[src/rtl/seg_scan_pkg.sv]
// seg_scan_pkg: segment layout and hex glyph table shared by the
// 7-segment scan driver and its decoder.
package seg_scan_pkg;

  localparam int SEG_DP = 7;
  localparam int SEG_A  = 6;
  localparam int SEG_G  = 0;

  localparam logic [7:0] DP_MASK  = 8'h80;
  localparam logic [7:0] SEG_DARK = 8'h00;

  // {a,b,c,d,e,f,g} per hex value, entry 0 in the low bits
  localparam logic [15:0][6:0] GLYPH_TBL = {
    7'h47, 7'h4F, 7'h3D, 7'h4E,
    7'h1F, 7'h77, 7'h7B, 7'h7F,
    7'h70, 7'h5F, 7'h5B, 7'h33,
    7'h79, 7'h6D, 7'h30, 7'h7E
  };

endpackage

[src/rtl/seg_scan_if.sv]
// seg_scan_if: display data in, digit enables and segments out.
// master = datapath side, slave = scan driver.
interface seg_scan_if #(
  parameter int NUM_DIGITS = 4,
  parameter int BRIGHT_W   = 2
);

  logic [4*NUM_DIGITS-1:0] digits;
  logic [NUM_DIGITS-1:0]   dp;
  logic [NUM_DIGITS-1:0]   blank;
  logic [BRIGHT_W-1:0]     bright;
  logic [NUM_DIGITS-1:0]   en;
  logic [7:0]              disp;
  logic                    frame_start;

  modport master (
    output digits, dp, blank, bright,
    input  en, disp, frame_start
  );

  modport slave (
    input  digits, dp, blank, bright,
    output en, disp, frame_start
  );

endinterface

[src/rtl/seg_hex_decode.sv]
// seg_hex_decode: hex value plus decimal point to {dp,a..g}.
// Purely combinational.
module seg_hex_decode
  import seg_scan_pkg::*;
(
  input  logic [3:0] val,
  input  logic       dp,
  output logic [7:0] seg
);

  always_comb begin
    seg                = SEG_DARK;
    seg[SEG_A:SEG_G]   = GLYPH_TBL[val];
    seg[SEG_DP]        = dp;
  end

endmodule

[src/rtl/seg_scan_driver.sv]
// seg_scan_driver: multiplexed N-digit 7-seg scan with frame snapshot
// and PWM; SEG_SCAN_LZB_EN enables leading-zero blanking.
module seg_scan_driver
  import seg_scan_pkg::*;
#(
  parameter int NUM_DIGITS = 4,
  parameter int DWELL      = 1,
  parameter int BRIGHT_W   = 2
) (
  input  logic     clk_1khz,
  input  logic     rst_n,
  seg_scan_if.slave bus
);

  localparam int IW = $clog2(NUM_DIGITS);
  localparam int DW = (DWELL > 1) ? $clog2(DWELL) : 1;
  localparam int PW = DW + BRIGHT_W + 2;
  localparam logic [IW-1:0] IDX_MAX   = IW'(NUM_DIGITS - 1);
  localparam logic [DW-1:0] DWELL_MAX = DW'(DWELL - 1);

  logic [IW-1:0]           idx_q, idx_d;
  logic [DW-1:0]           dwell_q, dwell_d;
  logic [4*NUM_DIGITS-1:0] snap_digits_q, snap_digits_d;
  logic [NUM_DIGITS-1:0]   snap_dp_q, snap_dp_d;
  logic [NUM_DIGITS-1:0]   snap_blank_q, snap_blank_d;
  logic [BRIGHT_W-1:0]     snap_bright_q, snap_bright_d;
  logic                    stg_vld_q, stg_vld_d;
  logic [IW-1:0]           stg_idx_q, stg_idx_d;
  logic [DW-1:0]           stg_dwell_q, stg_dwell_d;
  logic [NUM_DIGITS-1:0]   en_q, en_d;
  logic [7:0]              disp_q, disp_d;
  logic                    fs_q, fs_d;

  logic                    frame_tick;
  logic [NUM_DIGITS-1:0]   lz_mask;
  logic [3:0]              cur_val;
  logic                    cur_dp;
  logic [7:0]              cur_seg;
  logic [PW-1:0]           pwm_lhs, pwm_rhs;
  logic                    lit;

  always_comb begin
    idx_d   = idx_q;
    dwell_d = dwell_q + 1'b1;
    if (dwell_q == DWELL_MAX) begin
      dwell_d = '0;
      idx_d   = (idx_q == IDX_MAX) ? '0 : idx_q + 1'b1;
    end
  end

  assign frame_tick = (idx_q == '0) && (dwell_q == '0);

  always_comb begin
    snap_digits_d = snap_digits_q;
    snap_dp_d     = snap_dp_q;
    snap_blank_d  = snap_blank_q;
    snap_bright_d = snap_bright_q;
    if (frame_tick) begin
      snap_digits_d = bus.digits;
      snap_dp_d     = bus.dp;
      snap_blank_d  = bus.blank;
      snap_bright_d = bus.bright;
    end
    stg_vld_d   = 1'b1;
    stg_idx_d   = idx_q;
    stg_dwell_d = dwell_q;
  end

`ifdef SEG_SCAN_LZB_EN
  logic zero_run;

  // a digit stays dark while it and everything above it is a bare zero
  always_comb begin
    lz_mask  = '0;
    zero_run = 1'b1;
    for (int i = NUM_DIGITS - 1; i > 0; i--) begin
      zero_run = zero_run
               && (snap_digits_q[4*i +: 4] == 4'h0)
               && !snap_dp_q[i];
      lz_mask[i] = zero_run;
    end
  end
`else
  assign lz_mask = '0;
`endif

  assign cur_val = snap_digits_q[{stg_idx_q, 2'b00} +: 4];
  assign cur_dp  = snap_dp_q[stg_idx_q];

  seg_hex_decode u_dec (
    .val (cur_val),
    .dp  (cur_dp),
    .seg (cur_seg)
  );

  // duty compare: dwell * 2^BRIGHT_W < (bright + 1) * DWELL
  assign pwm_lhs = PW'(stg_dwell_q) << BRIGHT_W;
  assign pwm_rhs = (PW'(snap_bright_q) + PW'(1)) * PW'(DWELL);

  assign lit = stg_vld_q
            && !snap_blank_q[stg_idx_q]
            && !lz_mask[stg_idx_q]
            && (pwm_lhs < pwm_rhs);

  always_comb begin
    en_d   = '1;
    disp_d = SEG_DARK;
    if (lit) begin
      en_d[stg_idx_q] = 1'b0;
      disp_d          = cur_seg;
    end
    fs_d = stg_vld_q && (stg_idx_q == '0) && (stg_dwell_q == '0);
  end

  always_ff @(posedge clk_1khz) begin
    if (!rst_n) begin
      idx_q         <= '0;
      dwell_q       <= '0;
      snap_digits_q <= '0;
      snap_dp_q     <= '0;
      snap_blank_q  <= '0;
      snap_bright_q <= '0;
      stg_vld_q     <= 1'b0;
      stg_idx_q     <= '0;
      stg_dwell_q   <= '0;
      en_q          <= '1;
      disp_q        <= SEG_DARK;
      fs_q          <= 1'b0;
    end else begin
      idx_q         <= idx_d;
      dwell_q       <= dwell_d;
      snap_digits_q <= snap_digits_d;
      snap_dp_q     <= snap_dp_d;
      snap_blank_q  <= snap_blank_d;
      snap_bright_q <= snap_bright_d;
      stg_vld_q     <= stg_vld_d;
      stg_idx_q     <= stg_idx_d;
      stg_dwell_q   <= stg_dwell_d;
      en_q          <= en_d;
      disp_q        <= disp_d;
      fs_q          <= fs_d;
    end
  end

  assign bus.en          = en_q;
  assign bus.disp        = disp_q;
  assign bus.frame_start = fs_q;

endmodule
[src/flat_wrapper.sv]
// flat-port wrapper written by rule: the top's interface ports become plain ports
module seg_scan_driver_flat import seg_scan_pkg::*;
#(
  parameter int NUM_DIGITS = 4,
  parameter int DWELL      = 1,
  parameter int BRIGHT_W   = 2
)
  (clk_1khz, rst_n, bus_digits, bus_dp, bus_blank, bus_bright, bus_en, bus_disp, bus_frame_start);
  seg_scan_if #(.NUM_DIGITS(NUM_DIGITS), .BRIGHT_W(BRIGHT_W)) bus_i ();
  input  logic clk_1khz;
  input  logic rst_n;
  input wire logic [$bits(bus_i.digits)-1:0] bus_digits;
  input wire logic [$bits(bus_i.dp)-1:0] bus_dp;
  input wire logic [$bits(bus_i.blank)-1:0] bus_blank;
  input wire logic [$bits(bus_i.bright)-1:0] bus_bright;
  output wire logic [$bits(bus_i.en)-1:0] bus_en;
  output wire logic [$bits(bus_i.disp)-1:0] bus_disp;
  output wire logic [$bits(bus_i.frame_start)-1:0] bus_frame_start;
  assign bus_i.digits = bus_digits;
  assign bus_i.dp = bus_dp;
  assign bus_i.blank = bus_blank;
  assign bus_i.bright = bus_bright;
  assign bus_en = bus_i.en;
  assign bus_disp = bus_i.disp;
  assign bus_frame_start = bus_i.frame_start;
  seg_scan_driver #(.NUM_DIGITS(NUM_DIGITS), .DWELL(DWELL), .BRIGHT_W(BRIGHT_W)) u_core (.clk_1khz(clk_1khz), .rst_n(rst_n), .bus(bus_i));
endmodule
[config.mk]
export PLATFORM = sky130hd
export DESIGN_NAME = seg_scan_driver_flat
export DESIGN_NICKNAME = d
export VERILOG_FILES = /design/src/rtl/seg_scan_pkg.sv /design/src/rtl/seg_scan_if.sv /design/src/rtl/seg_hex_decode.sv /design/src/rtl/seg_scan_driver.sv /design/src/flat_wrapper.sv
export SDC_FILE = /design/constraint.sdc
export NUM_CORES = 1
export LEC_CHECK = 0
export ABC_AREA = 0
export BUFFER_PORTS_ARGS = -buffer_cell sky130_fd_sc_hd__buf_2
export CORE_AREA = 2 2 49 96
export CTS_CLUSTER_DIAMETER = 200
export CTS_CLUSTER_SIZE = 30
export DETAILED_ROUTE_END_ITERATION = 10
export DIE_AREA = 0 0 51 98
export PLACE_DENSITY = 0.76
export SYNTH_ARGS = -nofsm -noshare
export SYNTH_HDL_FRONTEND = slang
export SYNTH_SLANG_ARGS = --single-unit
[constraint.sdc]
create_clock -name clk_1khz -period 2.7 [get_ports clk_1khz]
set_input_delay 0.27 -clock clk_1khz [delete_from_list [all_inputs] [get_ports clk_1khz]]
set_output_delay 0.27 -clock clk_1khz [all_outputs]
set_load 0.01 [all_outputs]
[After elaboration in Yosys (flattened, before gate mapping)]
Memories as Yosys holds them, arrays and structs flattened. A register that Yosys moved wholly into a read port is not among the register bits.
Cells that the tools add are included.
Storage, ports and cells
  bits in read-only memories: 112
  logic and storage cells: 50
  bits in registers: 46
  output and inout bits: 13
  input port bits: 28
  memories kept: 1
Memories
  (no name shown): depth 16, width 7, read ports 1, clocked after memory_dff 1, write ports 0, line seg_hex_decode.sv:13  | seg[SEG_A:SEG_G] = GLYPH_TBL[val];
Cells by class
  reductions and logical operators: 14
  add/sub/neg operators: 3
  equal/unequal tests: 1
  order comparisons: 4
  shifts and indexed selects: 1
  bitwise logic cells: 3
  muxes and demuxes: 11
Operators by type and width (count)
  16-bit by 5-bit variable part select with 4-bit output: 1
  1-bit logical AND: 7
  7-bit two-way mux: 1
  1-bit binary-select mux with 2-bit select: 3
  3-bit by 5-bit less-than comparator with 1-bit output: 1
  4-bit by 5-bit less-than comparator with 1-bit output (second input constant): 1
  1-bit two-way mux: 5
  2-bit zero test: 2
  4-bit inverter: 1
  2-bit AND reduction: 2
  2-bit by 1-bit adder with 3-bit output (second input constant): 1
  1-bit zero test: 3
  2-bit by 3-bit less-than comparator with 1-bit output (second input constant): 1
  2-bit by 1-bit adder with 2-bit output (second input constant): 1
  1-bit demux with 2-bit select: 1
  2-bit == test (second input constant): 1
  2-bit by 1-bit greater-or-equal comparator with 1-bit output (second input constant): 1
  2-bit two-way mux: 1
  1-bit inverter: 2
  1-bit adder (second input constant): 1

[Logic depth before layout (Yosys ltp)]
Gate-level depths: netlist of run 1.
  depth after elaboration: 8
  gate-level depth with buffers: 8
  gate-level depth less buffers: 8

[Cells and area by module]
Synthesis of run 1 repeated with hierarchy kept, for this count alone.
Second synthesis, totals
  cell total of the unflattened synthesis: 213
  area total of the unflattened synthesis: 2050.7 um2
By module, submodules not included
  seg_scan_driver: cells each 179, seq. area each 920.9 um2, area each 1752.9 um2, times used 1
  seg_hex_decode: cells each 34, seq. area each 0.0 um2, area each 297.8 um2, times used 1

[Worst setup path before layout of run 1]
No wires, ideal clock.
  path kind: register to register
  from: register u_core.stg_idx_q[0]
  to: register u_core.disp_q[6], in the netlist u_core.bus.disp[6]
  setup time: 120 ps
  period minus slack after synthesis: 1956 ps
  data required time: 2580 ps
  cell stages (with the launch flop): 9
  arrival: 1836 ps
  path buffers: 1
  slack: 744 ps
  cell sequence: dfxtp_1 -> buf_6 -> mux4_2 -> inv_1 -> ha_1 -> nor3b_1 -> a211oi_1 -> a21oi_1 -> o31a_1
On the way
  cells in the longest elaborated chain, start to end: 8
  elaborated cells on any way between the ends: 12
  classes of those cells: shift: 1; mux: 4; reduce/logical: 7
RTL lines
  from (decl): line seg_scan_driver.sv:28  | logic [IW-1:0] stg_idx_q, stg_idx_d;
  from (signal assigned): line seg_scan_driver.sv:137  | stg_idx_q <= stg_idx_d;
  1-bit binary-select mux with 2-bit select: line seg_scan_driver.sv:101  | && !snap_blank_q[stg_idx_q]
  1-bit two-way mux (implied by the code): line seg_scan_driver.sv:101
  1-bit zero test: line seg_scan_driver.sv:101
  1-bit logical AND: line seg_scan_driver.sv:101
  1-bit logical AND: line seg_scan_driver.sv:102  | && !lz_mask[stg_idx_q]
  1-bit logical AND: line seg_scan_driver.sv:103  | && (pwm_lhs < pwm_rhs);
  2-bit AND reduction (no line)
  1-bit zero test (no line)
  to (decl): line seg_scan_driver.sv:31  | logic [7:0] disp_q, disp_d;
Several ways; a longest one is shown, not always the timed one. The select of a mux whose other input is x is not followed.
A chain may end at the register's enable or synchronous reset.

[Worst setup path in the final report of run 1]
Ends and elaborated chain as after synthesis.

==> run_results.csv, run 1 <==
group,metric,value,unit
cells_and_area,final_common_cell,"nand2_1",
cells_and_area,multiInputGateArea,1027,µm²
synth,ys_seq_area_share,45.46,%
cts,clk_latency,0.29,ns
grt,antenna_found_initial,0,
cts,htreeDepth,2,
drt,dr.first_iter.drc_count,25,
drt,drc,0,
floorplanning,fp.coreArea,4297,µm²
synth,ys_ff_latch,46,
cts,numCtsBuffers,5,
sta,skew,0.006146,ns
cts,cts-hold-fix-buffers,0,
cts,cts_resized,0,
sta,rsz0062_at_grt,"no",
cts,cts_tree,"yes",
floorplanning,die-area,4998,µm²
cts,root_buffer,"clkbuf_8",
cells_and_area,num-nets-final,297,
grt,grt-ovfl-total,0,
grt,grt_max_degree,34,
synth,ys_types,32,
sta,setup_tns,0,ns
synth,yosysWarnings,0,
grt,grt_pass1_vias,1489,
floorplanning,start_util,47.15,%
drt,drt_wl_total,3.692,mm
setup_path,startpoint_type,"flip-flop",
sta,period_minus_slack,2.133,ns
grt,grt_pass1_wl,6.216,mm
sta,setup_viol,0,
floorplanning,rows,34,
sta,drv_slew,0,
cells_and_area,fill_cells,413,
setup_path,worstPathRequired,2.88,ns
cells_and_area,fin_util,55.36,%
outcome,outcome,"finished, final reports clean",
setup_path,crit_type,"flip-flop to flip-flop",
cells_and_area,antenna_cells,0,
synth,postSynthCellCount,219,
flow_run,maxCapViolCount,0,
synth,post_synth.cell_area_avg,9.250,µm²
floorplanning,die_w,51,µm
setup_path,critPathMaxFanout,5,
floorplanning,die_h,98,µm
power,vdd_drop_max,0.0003783,V
placement,finalWeightedCongestion,0.7273,
drt,first_pass_iters,4,
sta,min_period_over_period,78.99,%
drt,wl_per_cell,11.80,µm
cts,clk_pin_slew_worst_paths,0.08,ns
cts,postCtsSetupBuffers,0,
synth,syn_nets,258,
grt,track_usage,16.34,%
setup_path,end_kind,"flip-flop",
drt,vias,1566,
sta,hold_violations,0,
floorplanning,io_pins,41,
drt,drtAntennaViolNets,0,
cells_and_area,drive_above_1_share,21.62,%
cells_and_area,regArea,920.9,µm²
power,p_leak,0.9722,nW
cells_and_area,area_growth,17.42,%
drt,viasPerCell,5.003,
sta,fmax,0.4689,GHz
cts,cts.sinks,46,
placement,dp_hpwl,2.794,mm
synth,netlist_area,2026,µm²
min_path,hp-class,"input pin to flip-flop",
cells_and_area,final_cell_mix,"59 x nand2_1, 46 x dfxtp_1, 40 x buf_2, 26 x a21boi_0, 11 x ha_1",
sta,timing.hold.ws,0.2222,ns
setup_path,crit_arrival,2.31,ns
cts,clock_path_buffers,2,
placement,port_buffers,40,
power,cellPowerDensity,605.3,nW/µm²
-- critical path: stages, from the launching register on --
cell      delay, ns
dfxtp_1        0.48
mux4_2         0.61
inv_1          0.14
ha_1           0.22
nor3b_1        0.07
a211oi_1       0.21
a21oi_1        0.06
o31a_1         0.23
-- cells by family (layout without fill, tap and decap cells) --
kind of cell / Yosys count / after routing / synth area share (%)
adders and majority gates: 11 / 11 / 6.794
other: 1 / 1 / 0.1851
buffers and inverters: 18 / 58 / 3.830
xor gates and xnor gates: 2 / 2 / 0.8649
AOI/OAI and AO/OA: 42 / 42 / 14.89
muxes: 13 / 13 / 9.203
and+or+nand+nor: 86 / 86 / 18.78
DFF: 46 / 46 / 45.46
-- stage by stage --
step / power (W) / std cells / setup WS, ns / cell area [µm²]
final: 0.001440 / 313 / 0.5674 / 2379
after global routing: 0.001515 / 313 / 0.3702 / 2379
after CTS: 0.001460 / 313 / 0.5373 / 2379
after detailed placement: 0.0009708 / 305 / 0.5575 / 2272
after global placement: 0.0009649 / 305 / 0.6077 / 2272
after floorplan: 0.0009033 / 219 / 0.7441 / 2026
-- cells in the mapped netlist --
cell type | count | area share, %
nand3b_1 | 2 | 0.74
conb_1 | 1 | 0.19
nor2b_1 | 3 | 0.93
or4_1 | 1 | 0.37
nor4_1 | 2 | 0.62
a311oi_1 | 2 | 0.86
nor2_1 | 4 | 0.74
mux4_1 | 1 | 1.3
clkbuf_1 | 10 | 1.9
xor2_1 | 2 | 0.86
buf_6 | 1 | 0.56
o21ai_0 | 3 | 0.74
mux4_2 | 3 | 3.3
nor3b_1 | 3 | 1.1
dfxtp_1 | 46 | 45
a221oi_1 | 2 | 0.86
inv_1 | 5 | 0.93
ha_1 | 11 | 6.8
buf_2 | 2 | 0.49
nand3_1 | 3 | 0.74
and2_1 | 4 | 1.2
mux2i_1 | 7 | 3.5
a21boi_0 | 26 | 9.6
nand2b_1 | 1 | 0.31
o31a_1 | 1 | 0.43
mux2_2 | 2 | 1.1
nor3_1 | 3 | 0.74
or3_1 | 1 | 0.31
nand2_1 | 59 | 11
a211oi_1 | 2 | 0.74
o211ai_1 | 1 | 0.37
a21oi_1 | 5 | 1.2
-- layer usage --
layer / up-vias / track usage (%) / share of wire, % / wire (µm)
met4: 0 / 7.900 / 1.2 / 46
met2: 36 / 30.17 / 56 / 2062
met1: 712 / 16.40 / 39 / 1432
met3: 2 / 3.517 / 4.1 / 150
li1: 816 / - / - / -
met5: - / 0 / 0 / 0
-- sequential cells by signal, summed over array words and instances, names as in the netlist, 2 cells and up --
| signal | cells |
|---|---|
| u_core.snap_bright_q | 2 |
| u_core.bus.disp | 8 |
| u_core.idx_q | 2 |
| u_core.stg_idx_q | 2 |
| u_core.snap_dp_q | 4 |
| u_core.snap_digits_q | 16 |
| u_core.bus.en | 4 |
| u_core.snap_blank_q | 4 |
-- power breakdown --
group          leakage [nW]  internal, W  switching (W)  total, W
Combinational         0.542    0.0000935       0.000113  0.000206
Sequential            0.378     0.000722      0.0000234  0.000745
Clock                0.0524     0.000277       0.000211  0.000488
Total                 0.972      0.00109       0.000347   0.00144
-- worst paths after layout --
check	startpoint	endpoint	slack [ns]	cells past startpoint
worst max register to register	u_core.stg_idx_q[0]$_SDFF_PN0_	u_core.bus.disp[6]$_SDFF_PN0_	0.57	7
worst max-delay path	u_core.stg_idx_q[0]$_SDFF_PN0_	u_core.bus.disp[6]$_SDFF_PN0_	0.57	7
worst min register to register	u_core.stg_dwell_q$_SDFF_PN0_	u_core.bus.frame_start$_SDFF_PN0_	0.43	1
worst min-delay path	bus_blank[0]	u_core.snap_blank_q[0]$_SDFFE_PN0P_	0.22	3
-- layout make-up --
type                            count  share of cell area [%]
Tap cell                           54                   2.841
Clock buffer                        7                   3.209
Inverter                            5                  0.7891
Sequential cell                    46                   38.72
Clock inverter                      1                   1.262
Multi-Input combinational cell    155                   43.19
Timing Repair Buffer               45                   9.995
Note: power is estimated with default switching activity, not from simulation.
==> inputs of run 2 (changes only) <==
ABC_AREA = 1   (was 0)
PLACE_DENSITY = 0.77   (was 0.76)
clock period = 1.8 ns   (was 2.7 ns; I/O delays follow)
==> run_results.csv, run 2 <==
group,metric,value,unit
outcome,outcome,"finished, final reports clean",
synth,ys_types,26,
flow_run,maxCapViolCount,0,
sta,timing.hold.ws,0.1204,ns
floorplanning,io_pins,41,
synth,synth_common_cells,"52 x nand2_1, 46 x dfxtp_1, 42 x nor2_1",
setup_path,crit_type,"flip-flop to flip-flop",
synth,yosys.area.top_type,"dfxtp_1",
placement,placed_cell_area,2261,µm²
cells_and_area,antenna_cells,0,
grt,track_usage,17.99,%
cts,root_buffer,"clkbuf_8",
placement,dp_hpwl,3.142,mm
synth,synth_ff_type,"dfxtp_1",
grt,grt-ovfl-total,0,
drt,dr.first_iter.drc_count,21,
sta,min_period_over_period,95.94,%
floorplanning,die_h,98,µm
cells_and_area,final_cell_mix,"47 x nand2_1, 44 x dfxtp_1, 40 x nor2_1, 40 x buf_2, 30 x o21ai_0",
cells_and_area,num-nets-final,348,
cts,clock_path_buffers,2,
power,power.total,0.002252,W
drt,drtAntennaViolNets,0,
cells_and_area,drive_above_1_share,29.03,%
cells_and_area,regArea,928.4,µm²
cts,cts_tree,"yes",
synth,postSynthCellCount,256,
power,cellPowerDensity,915.7,nW/µm²
setup_path,worstPathRequired,2.04,ns
setup_path,worstSetupEndpoint,"u_core.bus.disp[6]$_SDFF_PN0_",
placement,port_buffers,40,
cells_and_area,multiInputGateArea,977.2,µm²
sta,setup_viol,0,
synth,synthArstFlopShare,0,%
sta,rsz0062_at_grt,"yes",
power,p_leak,1.165,nW
sta,setup_tns,0,ns
drt,drc,0,
cells_and_area,fin_util,57.25,%
cts,clk_pin_slew_worst_paths,0.08,ns
setup_path,reg2reg_slack,0.07,ns
cells_and_area,area_growth,25.78,%
grt,grt_max_degree,33,
min_path,hp-class,"input pin to flip-flop",
synth,synth_area_leaders,"dfxtp_1 47%, nand2_1 10%, nor2_1 8.1%",
synth,post_synth.cell_area_avg,7.639,µm²
setup_path,critPathMaxFanout,7,
setup_path,crit_start,"u_core.stg_idx_q[0]$_SDFF_PN0_",
min_path,min_from,"bus_blank[2]",
floorplanning,fp.coreArea,4297,µm²
cells_and_area,final_common_cell,"nand2_1",
cells_and_area,regMostFlops,"u_core.snap_digits_q",
setup_path,crit_arrival,1.97,ns
placement,finalWeightedCongestion,0.9151,
sta,skew,0.006940,ns
setup_path,reg2reg_depth,10,
cts,clk_latency,0.30,ns
drt,first_pass_iters,4,
synth,syn_nets,295,
cts,cts.sinks,46,
drt,drt_wl_total,4.219,mm
grt,grt_pass1_vias,1636,
synth,synth_top_area_share,47.09,%
synth,ys_ff_latch,46,
drt,wl_per_cell,11.59,µm
synth,yosysWarnings,0,
synth,synth_edf_count,0,
floorplanning,die_w,51,µm
cts,htreeDepth,2,
setup_path,worstReg2RegEnd,"u_core.bus.disp[6]$_SDFF_PN0_",
grt,grt_pass1_wl,6.748,mm
cells_and_area,fill_cells,421,
synth,ys_seq_area_share,47.09,%
drt,viasPerCell,4.863,
sta,period_minus_slack,1.727,ns
floorplanning,rows,34,
cells_and_area,largest_register_ffs,16,
setup_path,startpoint_type,"flip-flop",
grt,antenna_found_initial,0,
synth,netlist_area,1956,µm²
sta,drv_slew,0,
sta,fmax,0.5791,GHz
synth,synth_most_common_cell,"nand2_1",
power,vdd_drop_max,0.0007303,V
cts,numCtsBuffers,5,
setup_path,end_kind,"flip-flop",
drt,vias,1770,
cells_and_area,final_area,2460,µm²
floorplanning,start_util,45.52,%
floorplanning,die-area,4998,µm²
setup_path,r2r_start,"u_core.stg_idx_q[0]$_SDFF_PN0_",
sta,hold_violations,0,
[run 2: cell count changes after synthesis, moves of 4 or more]
cell,delta
a21oi_1,+12
mux2i_1,-7
o21ai_0,+27
inv_1,+17
clkbuf_1,-5
nor2_1,+38
nand2_1,-7
a21boi_0,-26
nand3_1,+4
and2_1,-4
[run 2: worst min path at each step]
| stage | to | slack [ns] | depth (start not counted) |
|---|---|---|---|
| 4_1_cts | u_core.snap_blank_q[2]$_SDFFE_PN0P_ | 0.12 | 3 |
| 5_1_grt | u_core.snap_bright_q[0]$_SDFFE_PN0P_ | 0.14 | 3 |
| 6_report | u_core.snap_blank_q[2]$_SDFFE_PN0P_ | 0.12 | 3 |
| 3_3_place_gp | u_core.snap_blank_q[1]$_SDFFE_PN0P_ | 0.43 | 3 |
| 2_1_floorplan | u_core.stg_vld_q$_DFF_P_ | 0.21 | 0 |
| 3_5_place_dp | u_core.snap_blank_q[2]$_SDFFE_PN0P_ | 0.44 | 3 |
[run 2: layer usage]
| layer | track usage, % | vias up | part of all wire (%) |
|---|---|---|---|
| met1 | 15.20 | 789 | 34 |
| met5 | 0 | - | 0 |
| met4 | 12.68 | 0 | 4.3 |
| li1 | - | 922 | - |
| met3 | 3.823 | 16 | 4.2 |
| met2 | 34.27 | 43 | 57 |
[run 2: kinds of logic after synthesis]
| logic type | Yosys count | share of synthesized area (%) |
|---|---|---|
| other | 1 | 0.1918 |
| adder cells (fa/ha/maj) | 11 | 7.038 |
| AND/OR/NAND/NOR | 113 | 25.21 |
| AO/OA/AOI/OAI | 52 | 14.01 |
| buffers and inverters | 33 | 6.462 |
| flip-flops | 46 | 47.09 |
[run 2: metrics by stage]
stage,cells,setup WS (ns)
2_1_floorplan,256,0.04897
3_3_place_gp,351,0.004563
3_5_place_dp,351,-0.09890
4_1_cts,360,0.04077
5_1_grt,364,-0.02361
6_report,364,0.07312
[run 2: repair_timing]
item	in CTS	in global routing
buffers inserted	1	5
gates resized for setup	5	18
pin swaps	0	4
hold buffers	0	0
endpoints found under the hold margin	0	0
endpoints found under the setup margin	6	7
[run 2: critical path: stages, from the launching register on]
cell	delay [ns]
dfxtp_4	0.38
nand2_2	0.06
inv_2	0.06
nand2_1	0.08
nand2_2	0.06
a221oi_2	0.25
inv_1	0.14
ha_1	0.25
nand2_1	0.12
nand3_1	0.12
a21oi_1	0.14
[run 2: power breakdown]
group          internal, W  leakage (nW)  switching, W
combinational     0.000183         0.736      0.000282
sequential         0.00110         0.381     0.0000397
clock             0.000310        0.0482      0.000337
[run 2: cell type report]
| cell class | instances | area share (%) |
|---|---|---|
| sequential | 46 | 37.74 |
| tap | 54 | 2.747 |
| inverter | 26 | 3.967 |
| clock inverter | 1 | 0.2035 |
| multi-input combinational | 177 | 39.73 |
| timing repair buffer | 53 | 12.11 |
| clock buffer | 7 | 3.510 |
